--- src/rtl/regfile_wb_arbiter.sv ---
// Two-requester writeback arbiter feeding a register-file write port.
// Handshake: a transfer happens in a cycle where Valid and Ready are both
// high at the rising Clk edge. A requester holds Valid, RW and Data stable
// until then. Ready is combinational and never depends on this cycle's RW
// or Data. At most one Ready is high per cycle. A has default priority.
// B is forced through after STARVE_MAX consecutive lost cycles.
// The granted request appears on RegWr/RW/BusW one cycle after the transfer.
module regfile_wb_arbiter #(
  parameter int DW         = 32,
  parameter int STARVE_MAX = 3
) (
  input  logic          Clk,
  input  logic          Rst_n,
  input  logic          Stall,
  input  logic          AValid,
  input  logic [4:0]    ARW,
  input  logic [DW-1:0] AData,
  output logic          AReady,
  input  logic          BValid,
  input  logic [4:0]    BRW,
  input  logic [DW-1:0] BData,
  output logic          BReady,
  output logic          RegWr,
  output logic [4:0]    RW,
  output logic [DW-1:0] BusW,
  output logic          BForced
);

  localparam logic [3:0] STARVE_LIM = 4'(STARVE_MAX);

  // active_q stays low until the first rising edge that sees Rst_n high.
  // Grants are therefore first possible in the cycle after that edge,
  // even if reset is released part-way through a cycle.
  logic          active_q,  active_d;
  logic [3:0]    starve_q,  starve_d;
  logic          reg_wr_q,  reg_wr_d;
  logic [4:0]    rw_q,      rw_d;
  logic [DW-1:0] bus_w_q,   bus_w_d;
  logic          forced_q,  forced_d;

  logic force_b;
  logic a_xfer;
  logic b_xfer;

  // Arbitration: starvation override, Ready generation and transfer detect
  always_comb begin
    force_b = BValid && (starve_q == STARVE_LIM);
    AReady  = active_q && AValid && !Stall && !force_b;
    BReady  = active_q && BValid && !Stall && (!AValid || force_b);
    a_xfer  = AValid && AReady;
    b_xfer  = BValid && BReady;
  end

  // Next-state: starvation counter and output write registers
  always_comb begin
    active_d = 1'b1;
    starve_d = starve_q;
    reg_wr_d = 1'b0;
    rw_d     = rw_q;
    bus_w_d  = bus_w_q;
    forced_d = 1'b0;

    // A pending B that loses to A while not stalled is one step closer to
    // being forced. An absent B or a B transfer restarts the count.
    if (!BValid) begin
      starve_d = 4'd0;
    end else if (Stall) begin
      starve_d = starve_q;
    end else if (b_xfer) begin
      starve_d = 4'd0;
    end else if (a_xfer && (starve_q != STARVE_LIM)) begin
      starve_d = starve_q + 4'd1;
    end

    // Register 0 is hard-wired: its address and data still update, but
    // the write enable stays low.
    if (a_xfer) begin
      rw_d     = ARW;
      bus_w_d  = AData;
      reg_wr_d = (ARW != 5'd0);
    end else if (b_xfer) begin
      rw_d     = BRW;
      bus_w_d  = BData;
      reg_wr_d = (BRW != 5'd0);
      forced_d = force_b;
    end
  end

  // State register with asynchronous active-low clear
  always_ff @(posedge Clk or negedge Rst_n) begin
    if (!Rst_n) begin
      active_q <= 1'b0;
      starve_q <= 4'd0;
      reg_wr_q <= 1'b0;
      rw_q     <= 5'd0;
      bus_w_q  <= '0;
      forced_q <= 1'b0;
    end else begin
      active_q <= active_d;
      starve_q <= starve_d;
      reg_wr_q <= reg_wr_d;
      rw_q     <= rw_d;
      bus_w_q  <= bus_w_d;
      forced_q <= forced_d;
    end
  end

  // Register-file write port outputs
  always_comb begin
    RegWr   = reg_wr_q;
    RW      = rw_q;
    BusW    = bus_w_q;
    BForced = forced_q;
  end

endmodule
--- config.mk ---
export PLATFORM = sky130hd
export DESIGN_NAME = regfile_wb_arbiter
export DESIGN_NICKNAME = d
export VERILOG_FILES = /design/src/rtl/regfile_wb_arbiter.sv
export SDC_FILE = /design/constraint.sdc
export NUM_CORES = 1
export LEC_CHECK = 0
export ABC_AREA = 0
export BUFFER_PORTS_ARGS = -buffer_cell sky130_fd_sc_hd__clkbuf_2
export CORE_MARGIN = 10
export CORE_UTILIZATION = 45
export CTS_CLUSTER_SIZE = 24
export DETAILED_ROUTE_END_ITERATION = 10
export PLACE_DENSITY = 0.81
export SLEW_MARGIN = 40
export SYNTH_ARGS = -nofsm -noshare
export SYNTH_HDL_FRONTEND = slang
export SYNTH_SLANG_ARGS = --single-unit
--- constraint.sdc ---
create_clock -name Clk -period 1.8 [get_ports Clk]
set_input_delay 0.27 -clock Clk [delete_from_list [all_inputs] [get_ports Clk]]
set_output_delay 0.27 -clock Clk [all_outputs]
set_load 0.02 [all_outputs]
# Word level (Yosys, flattened, before mapping)
# Cells that the tools add are included.
[totals]
register_bits = 44
latch_bits = 0
rom_bits = 0
n_memories = 0
output_inout_bits = 41
ram_bits = 0
[classes]
n_addsub = 1
div_mod_pow = 0
n_shift = 0
n_eq_ne = 4
reduce_logical = 18
bitwise_logic = 0
n_mul = 0
magnitude_cmp = 0
mux = 12
[ops]
columns = ["cell", "n"]
rows = [
  ["$mux W32", 2],
  ["$mux W4", 4],
  ["$logic_and A1 B1 Y1", 10],
  ["$mux W5", 2],
  ["$reduce_bool A5 Y1", 2],
  ["$add A4 B1 Y4 const B", 1],
  ["$eq A4 B2 Y1 const B", 1],
  ["$mux W1", 4],
  ["$ne A4 B2 Y1 const B", 1],
  ["$logic_not A1 Y1", 3],
  ["$ne A3 B1 Y1 const B", 1],
  ["$ne A2 B2 Y1 const B", 1],
  ["$reduce_and A2 Y1", 1],
  ["$reduce_bool A2 Y1", 1],
  ["$logic_or A1 B1 Y1", 1],
]

# Longest topological paths before layout
# Gate-level depths: netlist of run 1.
[logic_depth]
ltp_word = 10
mapped_depth = 6

# Worst setup path before layout of run 1
# Ideal clock, no wire load.
[synth_timing]
path_type = "reg-to-output"
start = "reg starve_q[0]"
end = "out BReady"
stages_incl_launch_ff = 5
path_slack_ns = 0.190
arrival_time_ns = 1.340
n_path_buf = 1
path_cell_list = "dfrtp_1 -> ha_1 -> nor3b_2 -> clkbuf_1 -> o211a_1"
[synth_via]
elab_chain_cells = 4
[synth_lines]
columns = ["item", "line", "rtl"]
rows = [
  ["from (decl)", "35", "logic [3:0] starve_q, starve_d;"],
  ["from (signal assigned)", "100", "starve_q <= starve_d;"],
  ["$eq A4 B2 Y1", "47", "force_b = BValid && (starve_q == STARVE_LIM);"],
  ["$logic_and A1 B1 Y1", "47", ""],
  ["$logic_or A1 B1 Y1", "49", "BReady = active_q && BValid && !Stall && (!AValid || force_b);"],
  ["$logic_and A1 B1 Y1", "49", ""],
  ["to (decl)", "22", "output logic BReady,"],
]
# No other way between the ends.

# Worst setup path in the final report of run 1
# Same ends and word-level chain as after synthesis.

==> out/metrics.csv, run 1 <==
metric;value;unit
CTS tree;done;
Post-synth top cells;dfrtp_1, o21ai_0, inv_1, o2111ai_1, o211ai_1;
post-synthesis mux area share;0.414;%
DR iter-0 viols;196;
gr ovfl total;0;
XOR/XNOR share of the synthesized area;0;%
Synth Area in Simple Gates;5.59;%
worst slack, placed;161;ps
nets;450;
RSZ-0062 raised after global routing;false;
clk slew on worst S/H paths;90;ps
first-pass GRT wire length;12.9;mm
Worst Setup End Kind;output pin;
io pins;120;
mapped cell area;0.00242;mm²
drt via density;5.74;
H-tree depth;2;
Clock Latency Late Sink;300;ps
flops & latches, synth;44;
Starting Density;46.7;%
arrival time worst endpoint;1440;ps
Final ANT Viol Nets;0;
relative slew slack;49.3;%
Req. time, crit path;1530;ps
most common cell in the netlist;dfrtp_1;
drt total wl;8.13;mm
vias in the first global route;2590;
final setup violation count;0;
outcome;finished clean;
Period minus WS final;1710;ps
synth warn;0;
DR pass1 iterations;4;
clk_skew;11.5;ps
DR DRC count;0;
total of max-cap violations;0;
CTS Root Cell;clkbuf_8;
Critical Path Start Type;register;
post-synthesis compound-gate area fraction;36.2;%
P per Cell Area;808;mW/mm²
maximum clock frequency;585;MHz
Hold/Removal Path Class;in -> reg;
core area;0.00517;mm²
CP Class;reg -> out;
Setup WS post-layout;89.3;ps
CTS Buf Count;5;
largest family of logic cells by synthesized area;compound AO/OA/AOI/OAI gates;
CTS Sinks;44;
die span in y;93.3;µm
top area cells in the synthesized netlist;dfrtp_1, o2111ai_1, o211ai_1;
drt wl/cell;18.4;µm
die width;93.3;µm
overall via count from detail_route;2530;
post-route setup TNS;0;ps
post-synthesis adder-cell area fraction;0.518;%
syn nets;336;
share of the synthesized area in the top cell type;45.5;%
post-synthesis sequential area ratio;45.5;%
Final GP Congestion;0.875;
crit-path max FO;4;
final period utilization;95.0;%
Syn Area/Cell;9.44;µm²
Clock Tree Buf Depth;2;
initial antenna violation count;0;
Post-synth EDFFs;0;
VDD IR max;420;µV
static leakage power;1.62;nW
Final Max Tran Viols;0;
n_diodes;0;
area of the die;0.00870;mm²
share of layout cells above drive strength 1;41.8;%
hpwl dp;5.92;mm
synth unique cells;31;
I/O Buffers;119;
P&R area growth vs syn;33.5;%
site row count;26;
cell taking the most area after synthesis;dfrtp_1;
ys flop type;dfrtp_1;
final hold violation count;0;
Worst-Margin Slew;759;ps
pin count of the biggest net entering global routing;38;
ys async rst share;100;%
Synth Instances;256;
gr usage total;18.0;%
-- sequential cells by signal (all words and copies together) (netlist names) --
register	count
BForced	1
BusW	32
RW	5
RegWr	1
active_q	1
starve_q	4
-- metal layers --
| layer | track usage [%] | vias up | part of all wire, % |
|---|---|---|---|
| li1 | - | 1188 | - |
| met1 | 21.3 | 1227 | 41 |
| met2 | 29.9 | 99 | 50 |
| met3 | 5.52 | 16 | 7.0 |
| met4 | 6.43 | 0 | 2.1 |
| met5 | 0 | - | 0 |
-- timing repair --
item	in CTS	in global routing
buffers inserted	1	0
endpoints found under the setup margin	1	2
hold buffers	1	0
cloned	0	0
endpoints found under the hold margin	20	0
resized for setup	0	1
-- layout make-up --
type,count,area [µm²]
Tap cell,70,87.6
Inverter,39,146
Fill cell,459,1940
Clock buffer,6,82.6
Multi-Input combinational cell,144,1060
Timing Repair Buffer,136,738
Clock inverter,2,10.0
Sequential cell,44,1100
-- stage by stage --
| stage | hold WS [ps] | cell area (µm²) | util, % | instances | total power [mW] |
|---|---|---|---|---|---|
| floorplan | -25.6 | 2420 | - | 256 | 1.62 |
| global placement | 275 | 3110 | 60.1 | 431 | 1.95 |
| detailed placement | 289 | 3120 | 60.2 | 431 | 1.97 |
| CTS | 203 | 3230 | 62.4 | 441 | 2.62 |
| global route | 209 | 3230 | 62.4 | 441 | 2.73 |
| finish | 204 | 3230 | 62.4 | 441 | 2.61 |
-- final timing paths --
path | startpoint | endpoint | slack, ps | cells past startpoint
max | starve_q[0]$_DFFE_PN0P_ | BReady | 90 | 4
min | AData[14] | BusW[14]$_DFFE_PN0P_ | 200 | 3
max reg2reg | starve_q[0]$_DFFE_PN0P_ | starve_q[0]$_DFFE_PN0P_ | 190 | 5
min reg2reg | BusW[0]$_DFFE_PN0P_ | BusW[0]$_DFFE_PN0P_ | 550 | 2
max in group asynchronous | Rst_n | BForced$_DFF_PN0_ | 730 | 3
min in group asynchronous | Rst_n | BusW[12]$_DFFE_PN0P_ | 520 | 2
-- kinds of logic (layout without fill, tap and decap cells) --
group	count (synthesis)	in the layout
AO/OA/AOI/OAI	120	120
buffers and inverters	68	183
flip-flops	44	44
AND/OR/NAND/NOR	21	21
adder cells (fa/ha/maj)	1	1
other	1	1
multiplexers	1	1
-- report_power, final --
| group | leakage [nW] | internal [mW] | switching (mW) |
|---|---|---|---|
| clock | 0.0510 | 0.307 | 0.348 |
| sequential | 0.555 | 1.13 | 0.0749 |
| combinational | 1.02 | 0.278 | 0.472 |
| total | 1.62 | 1.71 | 0.895 |
-- critical path: stages, from the launching register on --
cell      delay (ps)
dfrtp_1          410
ha_2             220
nor3b_4          150
o211a_1          200
clkbuf_2         160
-- cells in the final DEF, fill, tap and decap left out, types with 5 or more instances in the layout --
cell / instances
dfrtp_1: 44
clkbuf_2: 119
o211ai_1: 32
o21ai_0: 39
o2111ai_1: 37
inv_1: 37
buf_4: 15
o211ai_2: 5
clkbuf_8: 6
No activity file was read; power rests on OpenSTA's default activity.
==> run 2: changes to the inputs <==
--- a/config.mk
+++ b/config.mk
@@ -8,9 +8,9 @@
 export ABC_AREA = 0
 export BUFFER_PORTS_ARGS = -buffer_cell sky130_fd_sc_hd__clkbuf_2
-export CORE_MARGIN = 10
 export CORE_UTILIZATION = 45
 export CTS_CLUSTER_SIZE = 24
 export DETAILED_ROUTE_END_ITERATION = 10
 export PLACE_DENSITY = 0.81
+export SKIP_LAST_GASP = 1
 export SLEW_MARGIN = 40
 export SYNTH_ARGS = -nofsm -noshare
==> constraint.sdc (replaced) <==
create_clock -name Clk -period 1.8 [get_ports Clk]
set_input_delay 0.27 -clock Clk [delete_from_list [all_inputs] [get_ports Clk]]
set_output_delay 0.27 -clock Clk [all_outputs]
set_load 0.01 [all_outputs]
==> out/metrics.csv, run 2 (synthesis gave the netlist of run 1 again) <==
metric;value;unit;change
outcome;finished clean;;
Pwr Total;2.58;mW;-0.94%
die width;75.3;µm;-19%
DR iter-0 viols;132;;-33%
Most Used Layer, Global Route;met2;;
site row count;26;;unchanged
final setup violation count;0;;unchanged
DR DRC count;0;;unchanged
Placed Area;0.00311;mm²;about the same
P per Cell Area;790;mW/mm²;-2.2%
CTS Buf Count;5;;unchanged
static leakage power;1.64;nW;+1.3%
# resized after CTS;0;;unchanged
VDD IR max;558;µV;+33%
drt via density;5.66;;-1.3%
H-tree depth;2;;unchanged
CTS Root Cell;clkbuf_8;;
arrival time worst endpoint;1490;ps;+50 ps
overall via count from detail_route;2509;;-0.83%
DP Cell Count;429;;-0.46%
CTS Sinks;44;;unchanged
Req. time, crit path;1530;ps;about the same
initial antenna violation count;0;;unchanged
pin count of the biggest net entering global routing;47;;+24%
n_diodes;0;;unchanged
Hold/Removal Path Class;in -> reg;;
Final GP Congestion;0.805;;-8.0%
worst slack, placed;140;ps;-20.5 ps
CTS tree;done;;
met3 Resource Use GR;3.97;%;-1.5 points
die span in y;75.3;µm;-19%
Clock Tree Buf Depth;2;;unchanged
drt wl/cell;15.6;µm;-15%
grt met2 use;43.5;%;+14 points
Final Max Tran Viols;0;;unchanged
Final ANT Viol Nets;0;;unchanged
gr usage total;25.5;%;+7.5 points
Clock Latency Late Sink;290;ps;about the same
P&R area growth vs syn;35.2;%;
DR pass1 iterations;5;;+1
nets;452;;+0.44%
commonest non-fill, non-tap cells in the layout;clkbuf_2, dfrtp_1, o21ai_0;;
final period utilization;97.5;%;+2.5 points
gr ovfl total;0;;unchanged
core area;0.00514;mm²;-0.63%
area of the die;0.00567;mm²;-35%
crit-path max FO;4;;unchanged
Critical Path Start Type;register;;
final design utilization;63.6;%;+1.2 points
vias in the first global route;2407;;-7.1%
first-pass GRT wire length;11.0;mm;-14%
clk slew on worst S/H paths;90;ps;about the same
Finished Layout Cells;443;;+0.45%
final hold violation count;0;;unchanged
design area;0.00327;mm²;+1.2%
drt total wl;6.92;mm;-15%
total of max-cap violations;0;;unchanged
maximum clock frequency;570;MHz;-2.5%
CP Class;reg -> out;;
clk_skew;11.8;ps;+0.303 ps
Setup WS post-layout;44.6;ps;-44.6 ps
Worst-Margin Slew;734;ps;-24.3 ps
met1 Track Usage GR;33.9;%;+13 points
Period minus WS final;1760;ps;+44.6 ps
max FFs per register;32;;unchanged
Worst Setup End Kind;output pin;;
I/O Buffers;119;;unchanged
Starting Density;47.0;%;+0.30 points
hpwl dp;4.77;mm;-19%
commonest non-fill, non-tap cell in the layout;clkbuf_2;;
io pins;120;;unchanged
relative slew slack;50.9;%;+1.6 points
share of layout cells above drive strength 1;41.6;%;-0.22 points
-- run 2: final cells by class --
cell class              instances  area [µm²]
clock inverters                 2        35.0
fillers                       454        1870
repair buffers                138         766
flip-flops and latches         44        1100
well taps                      70        87.6
inverters                      39         146
multi-input cells             144        1060
clock buffers                   6        72.6
-- run 2: critical path, cell delays in order, from the launching register on --
cell	delay, ps
dfrtp_1	430
ha_1	260
nor3b_4	170
o211a_1	210
clkbuf_2	130
-- run 2: final timing paths --
path                                         start                   end  slack (ps)  depth (start not counted)
setup / recovery           starve_q[0]$_DFFE_PN0P_                BReady          40                          4
hold / removal                           AData[12]  BusW[12]$_DFFE_PN0P_         210                          3
setup reg to reg           starve_q[0]$_DFFE_PN0P_  BusW[17]$_DFFE_PN0P_          90                          6
hold reg to reg                  RW[2]$_DFFE_PN0P_     RW[2]$_DFFE_PN0P_         550                          2
max in group asynchronous                    Rst_n    active_q$_DFF_PN0_         860                          3
min in group asynchronous                    Rst_n  BusW[13]$_DFFE_PN0P_         420                          2
-- run 2: repair_timing --
item / in CTS / in global routing
endpoints found under the hold margin: 13 / 0
hold buffers: 1 / 0
setup buffers: 1 / 4
pin swaps: 0 / 1
endpoints found under the setup margin: 1 / 2
-- run 2: through the flow --
step / hold WS [ps] / setup TNS, ps
after floorplan: -25.6 / 0
after global placement: 206 / 0
after detailed placement: 210 / 0
after CTS: 213 / 0
after global routing: 223 / -6.27
final: 212 / 0
-- run 2: power breakdown --
part	switching, mW	total (mW)	internal, mW	leakage (nW)
registers	0.0769	1.20	1.13	0.555
clock network	0.335	0.747	0.412	0.0552
logic	0.346	0.631	0.285	1.03
-- run 2: routing by layer --
| metal | vias to the layer above | routed length, µm |
|---|---|---|
| li1 | 1194 | - |
| met1 | 1203 | 3050 |
| met2 | 104 | 3430 |
| met3 | 8 | 360 |
| met4 | 0 | 84 |
| met5 | - | 0 |
